`config.mk`:
```
export PLATFORM = sky130hd
export DESIGN_NAME = wide_add_sequencer
export DESIGN_NICKNAME = d
export VERILOG_FILES = /design/src/rtl/wide_add_sequencer.sv
export SDC_FILE = /design/constraint.sdc
export NUM_CORES = 1
export LEC_CHECK = 0
export BUFFER_PORTS_ARGS = -buffer_cell sky130_fd_sc_hd__buf_2
export CAP_MARGIN = 20
export CORE_AREA = 2 2 138 113
export CTS_BUF_LIST = sky130_fd_sc_hd__clkbuf_8
export CTS_CLUSTER_SIZE = 25
export DETAILED_ROUTE_END_ITERATION = 10
export DIE_AREA = 0 0 140 115
export GPL_ROUTABILITY_DRIVEN = 0
export SYNTH_ARGS = -nofsm -noshare
export SYNTH_HDL_FRONTEND = slang
export SYNTH_SLANG_ARGS = --single-unit
```
`constraint.sdc`:
```
create_clock -name clk -period 6.2 [get_ports clk]
set_clock_uncertainty 0.1 [all_clocks]
set_input_delay 0.62 -clock clk [delete_from_list [all_inputs] [get_ports clk]]
set_output_delay 0.62 -clock clk [all_outputs]
set_load 0.01 [all_outputs]
```
`src/rtl/wide_add_sequencer.sv`:
```
// Sequences a WIDTH-bit add through one SLICE-bit adder, LSB beat first, rippling carry between beats.
// Optional WIDE_ADD_SUB_EN adds iSub for X - Y via inverted Y and forced carry-in.
module wide_add_sequencer #(
  parameter int WIDTH = 32,
  parameter int SLICE = 8
) (
  input  logic             clk,
  input  logic             reset,
`ifdef WIDE_ADD_SUB_EN
  input  logic             iSub,
`endif
  input  logic             iValid,
  output logic             oAccept,
  input  logic             iCarryIn,
  input  logic [WIDTH-1:0] iX,
  input  logic [WIDTH-1:0] iY,
  output logic [WIDTH-1:0] oZ,
  output logic             oCarryOut,
  output logic             oValid,
  output logic             oAddValid,
  output logic             oAddCarryIn,
  output logic [SLICE-1:0] oAddX,
  output logic [SLICE-1:0] oAddY,
  input  logic [SLICE-1:0] iAddZ,
  input  logic             iAddCarryOut,
  input  logic             iAddReady
);
  localparam int BEATS = WIDTH / SLICE;
  localparam int BW    = (BEATS > 1) ? $clog2(BEATS) : 1;

  typedef enum logic [1:0] {IDLE, ISSUE, WAIT, DONE} state_t;

  state_t           state, stateNext;
  logic [BW-1:0]    beat;
  logic [WIDTH-1:0] opX, opY, acc;
  logic             chainC;
  logic             sub;
  logic [WIDTH-1:0] yIn;
  logic             cIn;
  logic             lastBeat;

`ifdef WIDE_ADD_SUB_EN
  assign sub = iSub;
`else
  assign sub = 1'b0;
`endif

  // Subtraction is X + ~Y + 1, so the inversion and forced carry happen at latch time.
  assign yIn      = sub ? ~iY : iY;
  assign cIn      = sub ? 1'b1 : iCarryIn;
  assign lastBeat = (beat == BW'(BEATS - 1));

  always_comb begin
    stateNext = state;
    oAccept   = (state == IDLE);
    oAddValid = (state == ISSUE);
    case (state)
      IDLE:  if (iValid) stateNext = ISSUE;
      ISSUE: stateNext = WAIT;
      WAIT:  if (iAddReady) stateNext = lastBeat ? DONE : ISSUE;
      DONE:  stateNext = IDLE;
      default: stateNext = IDLE;
    endcase
  end

  always_ff @(posedge clk) begin
    if (reset) begin
      state       <= IDLE;
      beat        <= '0;
      opX         <= '0;
      opY         <= '0;
      acc         <= '0;
      chainC      <= 1'b0;
      oZ          <= '0;
      oCarryOut   <= 1'b0;
      oValid      <= 1'b0;
      oAddX       <= '0;
      oAddY       <= '0;
      oAddCarryIn <= 1'b0;
    end else begin
      state  <= stateNext;
      oValid <= 1'b0;
      case (state)
        IDLE: if (iValid) begin
          opX         <= iX;
          opY         <= yIn;
          chainC      <= cIn;
          beat        <= '0;
          acc         <= '0;
          // Slice drive is registered, so beat 0 is loaded on the way into ISSUE.
          oAddX       <= iX[SLICE-1:0];
          oAddY       <= yIn[SLICE-1:0];
          oAddCarryIn <= cIn;
        end
        WAIT: if (iAddReady) begin
          acc[int'(beat)*SLICE +: SLICE] <= iAddZ;
          chainC                         <= iAddCarryOut;
          if (!lastBeat) begin
            beat        <= beat + BW'(1);
            oAddX       <= opX[(int'(beat)+1)*SLICE +: SLICE];
            oAddY       <= opY[(int'(beat)+1)*SLICE +: SLICE];
            oAddCarryIn <= iAddCarryOut;
          end
        end
        DONE: begin
          oZ        <= acc;
          oCarryOut <= chainC;
          oValid    <= 1'b1;
        end
        default: ;
      endcase
    end
  end
endmodule

```
==> out/results.txt, run 1 <==
Clock latency on the worst-skew pair: 440 ps
Crit path max-delay cell type: nor2b_2
Register area share after synthesis: 46.7%
Worst-path clk slew: 80 ps
Port bufs: 130
Core Region: 14800 µm²
Tcrit/Tclk final: 43.0%
Violated checks: design-rule violations
Number of synthesis warnings: 0
Largest net degree at the start of global routing: 86
Peak Freq: 375 MHz
Met2 Use GR: 28.0%
Routed Wire Length: 15.0 mm
Syn Area/Cell: 8.53 µm²
CTS tree: built
Yosys top cell area share: 46.7%
Setup crit start kind: flop
Cells after DPL: 950
H-tree Lvls: 4
Clk root buf: clkbuf_8
Post-CTS Resized: 0
CP peak stage delay: 980 ps
Final setup TNS: 0 ps
Arr. time, crit path: 2900 ps
Antenna fix cells: 0
DP Worst Slack: 3540 ps
Register bit total from synthesis: 136
Grt met3 use: 5.46%
Sequential share of power: 49.2%
Clock buffer depth: 2
Dominant cells by area after synthesis: dfxtp_1, nand2_1, a21oi_1
First-pass GRT wire length: 23.8 mm
Worst Min Path Start: iX[26]
Share of cells above drive strength 1: 22.6%
Status: complete, but fails checks
Net load switching power: 0.461 mW
Post-route minimum period: 2670 ps
Nets: 863
Most crowded layer after global routing: met2
Post-CTS Hold Buffers: 0
Synthesized Nets: 766
Vias per cell: 5.11
Most common cell in the synthesized netlist: nand2_1
Synth cell types: 38
Initial antenna violation count: 1
Cells along the critical path: nor2b_2 -> o221ai_1 -> a32o_1
Fraction of registers with async set/reset: 0%
Core Rows: 40
Gate power share: 10.0%
Per-cell routed wire length: 15.3 µm
Switching share of power: 24.4%
Vias in the first global route: 4651
Final setup violation count: 0
Final Non-Filler Cells: 981
FF-to-FF setup slack: 3530 ps
Hold Path Stages: 3
Hold EP: opX[26]$_SDFFE_PP0P_
Cell Int Power: 1.43 mW
Dpl cell area: 6540 µm²
Count of final max-slew check failures: 0
Worst EP required: 6440 ps
Post-route setup slack: 3530 ps
Post-synth top cells: nand2_1, dfxtp_1, a21oi_1
Pwr/cell area: 272 nW/µm²
Fill cells: 1438
Met1 GRT Util: 26.0%
Crit path capture type: flop
Max cap viols: 0
P_leak: 2.71 nW
Worst rel slew slack: 28.8%
Post-Syn Area: 5830 µm²
Total CTS buffers: 17
Post-synth EDFFs: 0
DR iter-0 viols: 273
Part of the power in the clock network: 40.8%
Largest area contributor in the netlist: dfxtp_1
Setup Crit Path Kind: reg -> reg
Final Hold Fails: 0
Total I/O pin count: 131
DR pass1 iterations: 8
DIE AREA: 16100 µm²
Fin Hold WS: 318 ps
RSZ-0062 raised after global routing: false
Non-Filler Cell Area, Final: 6960 µm²
Post-Syn Instances: 683
Setup repair bufs after CTS: 0
Top FF cell, synth: dfxtp_1
CP Max Fanout: 26
Routed vias: 5017
Maximum VDD drop: 0.128 mV
Worst reg2reg path endpoint: oAddX[7]$_SDFFE_PP0P_
Die W: 140 µm
Area delta synth->final: 19.5%
Die Ht: 115 µm
R2r startpoint: state[1]$_SDFFE_PP0P_
Overall Global Routing Usage: 18.7%
R2R cell count: 3
CTS sink cnt: 136
Initial Util: 39.5%
Tightest Pin Transition: 1060 ps
Dpl hpwl: 10.6 mm
Detail Route Antenna Nets: 0
# DRC: 5
Hold Crit Class: in -> reg
Gr ovfl total: 0
cell type report:
type	count	area [µm²]	share of cell area, %
clock inverters	9	123	1.76
flip-flops and latches	136	2720	39.1
multi-input cells	470	2780	39.9
well taps	189	236	3.40
inverters	18	67.6	0.970
repair buffers	137	733	10.5
clock buffers	22	303	4.35
power groups by stage:
stage / combinational, mW / sequential, mW / clock, mW
final: 0.189 / 0.930 / 0.772
after global routing: 0.210 / 0.934 / 0.827
after CTS: 0.191 / 0.930 / 0.788
after detailed placement: 0.190 / 0.950 / 0
after global placement: 0.184 / 0.948 / 0
after floorplan: 0.127 / 0.945 / 0
layer usage:
metal  vias up  wire length (µm)
met4         2               227
met5         -                 7
met3        19               774
met1      2352              7280
met2       112              6670
li1       2532                 -
critical path: cells and delay by family (launching register included):
family / cells / cell delay (ps)
simple gates: 1 / 980
flops: 1 / 750
compound gates: 2 / 730
cells in the final DEF, fill, tap and decap left out, types with 4 or more instances in the layout:
cell | netlist | routed
nand2b_1 | 41 | 41
ha_1 | 5 | 5
nor3_1 | 4 | 4
dfxtp_1 | 136 | 136
o221ai_1 | 16 | 16
nor2b_1 | 11 | 10
and4b_1 | 8 | 8
clkbuf_8 | 0 | 22
mux2i_1 | 41 | 41
inv_1 | 18 | 20
nand3_1 | 37 | 37
buf_4 | 2 | 6
a32o_1 | 16 | 16
nand2_1 | 164 | 164
a21oi_1 | 92 | 92
o211ai_1 | 8 | 8
buf_2 | 16 | 129
flip-flops by register name, summed over array words and instances, names as in the netlist:
| signal | flops |
|---|---|
| acc | 32 |
| beat | 2 |
| chainC | 1 |
| oAddCarryIn | 1 |
| oAddX | 8 |
| oAddY | 8 |
| oCarryOut | 1 |
| oValid | 1 |
| oZ | 32 |
| opX | 24 |
| opY | 24 |
| state | 2 |
metrics by stage:
stage	power, mW	utilization [%]
after detailed placement	1.14	44.3
after floorplan	1.07	-
after CTS	1.91	47.2
after global placement	1.13	44.0
final	1.89	47.2
after global routing	1.97	47.2
kinds of logic after synthesis:
group | Yosys count | synth area share (%)
multiplexers | 41 | 7.04
flip-flops | 136 | 46.7
AO/OA/AOI/OAI | 140 | 15.4
AND/OR/NAND/NOR | 284 | 23.9
adder cells (fa/ha/maj) | 5 | 1.07
buffers and inverters | 77 | 5.86
worst max-delay path by stage:
| stage | slack (ps) | endpoint | from | cells past startpoint |
|---|---|---|---|---|
| 2_1_floorplan | 4050 | acc[0]$_SDFFE_PP0P_ | beat[0]$_SDFFE_PP0P_ | 8 |
| 6_report | 3530 | oAddX[7]$_SDFFE_PP0P_ | state[1]$_SDFFE_PP0P_ | 3 |
| 3_5_place_dp | 3540 | oAddY[1]$_SDFFE_PP0P_ | reset | 4 |
| 3_3_place_gp | 3610 | oAddX[7]$_SDFFE_PP0P_ | state[1]$_SDFFE_PP0P_ | 3 |
| 5_1_grt | 3340 | oAddX[3]$_SDFFE_PP0P_ | beat[1]$_SDFFE_PP0P_ | 4 |
| 4_1_cts | 3550 | oAddY[1]$_SDFFE_PP0P_ | beat[1]$_SDFFE_PP0P_ | 4 |
(Power assumes the default switching activity.)
==> run 2, diff against run 1 <==
clock period = 2.7 ns   (was 6.2 ns; I/O delays follow)
==> run 2 against run 1 <==
The flow still finishes with violations (design-rule violations). Via count grew 3.6%. Count of clock-buffer cells in the layout shrank 5. Total power grew 130%. Utilization grew 3.2 points. Critical path type unchanged. Largest power group unchanged.
==> out/results.txt, run 2 (synthesis results as in run 1) <==
Core Rows: 40 (unchanged)
Gate power share: 11.8% (+1.8 points)
CTS tree: built
Critical Path Source: beat[0]$_SDFFE_PP0P_
Port bufs: 130 (unchanged)
Nets: 918 (+6.4%)
Worst rel slew slack: 32.5% (+3.7 points)
Post-CTS Hold Buffers: 48 (+48)
H-tree Lvls: 4 (unchanged)
Layout Utilization: 50.3% (+3.2 points)
Hold Crit Class: in -> reg
CP Max Fanout: 12 (-54%)
DR pass1 iterations: 10 (+2)
Antenna fix cells: 0 (unchanged)
DIE AREA: 16100 µm² (unchanged)
Clk root buf: clkbuf_8
Max cap viols: 0 (unchanged)
CTS sink cnt: 136 (unchanged)
Final setup violation count: 0 (unchanged)
Setup repair bufs after CTS: 0 (unchanged)
Worst reg2reg path endpoint: acc[2]$_SDFFE_PP0P_
Worst setup path end: acc[2]$_SDFFE_PP0P_
Total I/O pin count: 131 (unchanged)
Net load switching power: 1.14 mW (+150%)
Peak Freq: 462 MHz (+23%)
Detail Route Antenna Nets: 0 (unchanged)
Commonest non-fill, non-tap cell in the layout: nand2_1
Routed Wire Length: 15.7 mm (+5.0%)
Largest net degree at the start of global routing: 90 (+4.7%)
Tightest Pin Transition: 1010 ps (-55.9 ps)
Fill cells: 1363 (-5.2%)
Core Region: 14800 µm² (unchanged)
P_leak: 2.90 nW (+7.1%)
Die W: 140 µm (unchanged)
Setup crit start kind: flop
Cell Int Power: 3.13 mW (+120%)
Pwr/cell area: 574 nW/µm² (+110%)
Final Non-Filler Cells: 1037 (+5.7%)
Post-route minimum period: 2170 ps (-500 ps)
FF-to-FF setup slack: 530 ps (-3000 ps)
DP Worst Slack: 535 ps (-3000 ps)
Vias per cell: 5.01 (-2.0%)
DR iter-0 viols: 287 (+5.1%)
Area delta synth->final: 27.5%
Maximum VDD drop: 0.292 mV (+130%)
Initial antenna violation count: 1 (unchanged)
Worst Min Path Start: iX[6]
Share of cells above drive strength 1: 22.3% (-0.31 points)
Registers with the most flip-flops: acc x32, oZ x32
# DRC: 5 (unchanged)
Total CTS buffers: 17 (unchanged)
Fin Hold WS: 40.6 ps (-277 ps)
Violated checks: design-rule violations
First-pass GRT wire length: 25.1 mm (+5.6%)
Per-cell routed wire length: 15.1 µm (-0.68%)
Worst-path clk slew: 80 ps (about the same)
RSZ-0062 raised after global routing: false
Part of the power in the clock network: 38.3% (-2.5 points)
Die Ht: 115 µm (unchanged)
Dpl hpwl: 10.8 mm (+2.0%)
Initial Util: 39.5% (unchanged)
Setup Crit Path Kind: reg -> reg
Clock buffer depth: 2 (unchanged)
Tcrit/Tclk final: 80.2% (+37 points)
Count of final max-slew check failures: 0 (unchanged)
Post-route setup slack: 534 ps (-3000 ps)
Vias in the first global route: 5084 (+9.3%)
R2r startpoint: beat[0]$_SDFFE_PP0P_
Cells after DPL: 957 (+0.74%)
Routed vias: 5199 (+3.6%)
Final Hold Fails: 0 (unchanged)
Sequential share of power: 49.9% (+0.7 points)
Gr ovfl total: 0 (unchanged)
Status: complete, but fails checks
Overall Global Routing Usage: 19.5% (+0.82 points)
R2R cell count: 6 (+3)
Switching share of power: 26.7% (+2.3 points)
Clock latency on the worst-skew pair: 450 ps (about the same)
Worst EP required: 2980 ps (-3460 ps)
Post-CTS Resized: 0 (unchanged)
Final setup TNS: 0 ps (unchanged)
Crit path capture type: flop
Most frequent cells in the layout: nand2_1, dfxtp_1, buf_2
Arr. time, crit path: 2440 ps (-460 ps)
[run 2: cell types whose count changed in the layout (fill, tap and decap cells not counted), moves of 2 or more]
cell           before  now
clkinv_2            2    4
inv_6               0    2
clkinv_4            0    3
clkbuf_8           22   17
clkinvlp_4          2    4
dlygate4sd3_1       0   48
inv_1              20   18
buf_4               6   15
[run 2: final cells by class]
| type | instances | area [µm²] | area share, % |
|---|---|---|---|
| Multi-Input combinational cell | 470 | 2780 | 37.4 |
| Tap cell | 189 | 236 | 3.18 |
| Sequential cell | 136 | 2720 | 36.6 |
| Clock inverter | 15 | 154 | 2.07 |
| Timing Repair Buffer | 192 | 1240 | 16.7 |
| Inverter | 18 | 67.6 | 0.909 |
| Clock buffer | 17 | 234 | 3.15 |
[run 2: routing by layer]
metal	GRT usage, %	up-vias	share of wire, %	wire length (µm)
li1	-	2635	-	-
met1	25.8	2430	48	7570
met2	31.0	107	46	7170
met3	5.08	25	4.1	650
met4	7.61	2	2.0	308
met5	0	-	0.045	7
[run 2: per-stage QoR]
step | area, µm² | total power [mW]
global route | 7430 | 4.47
CTS | 7430 | 4.31
detailed placement | 6560 | 2.62
floorplan | 5830 | 2.46
global placement | 6560 | 2.61
finish | 7430 | 4.27
[run 2: power groups by stage]
stage / Clock, mW / Combinational, mW / Sequential (mW)
6_report: 1.63 / 0.505 / 2.13
5_1_grt: 1.78 / 0.555 / 2.14
4_1_cts: 1.68 / 0.504 / 2.13
3_5_place_dp: 0 / 0.450 / 2.17
3_3_place_gp: 0 / 0.439 / 2.17
2_1_floorplan: 0 / 0.292 / 2.17
[run 2: worst min path at each step]
stage                            end  cells after the start  slack, ps
3_5_place_dp     oZ[23]$_SDFFE_PP0P_                      2        350
5_1_grt        oAddX[2]$_SDFFE_PP0P_                      3         30
2_1_floorplan   opX[10]$_SDFFE_PP0P_                      2        310
6_report       oAddX[6]$_SDFFE_PP0P_                      3         40
3_3_place_gp     oZ[21]$_SDFFE_PP0P_                      2        340
4_1_cts         acc[22]$_SDFFE_PP0P_                      3          9
[run 2: critical path, cell delays in order (launching register included)]
cell	delay, ps
dfxtp_1	360
buf_4	240
inv_1	130
ha_1	440
nor3b_2	490
nand3_1	150
mux2i_1	180
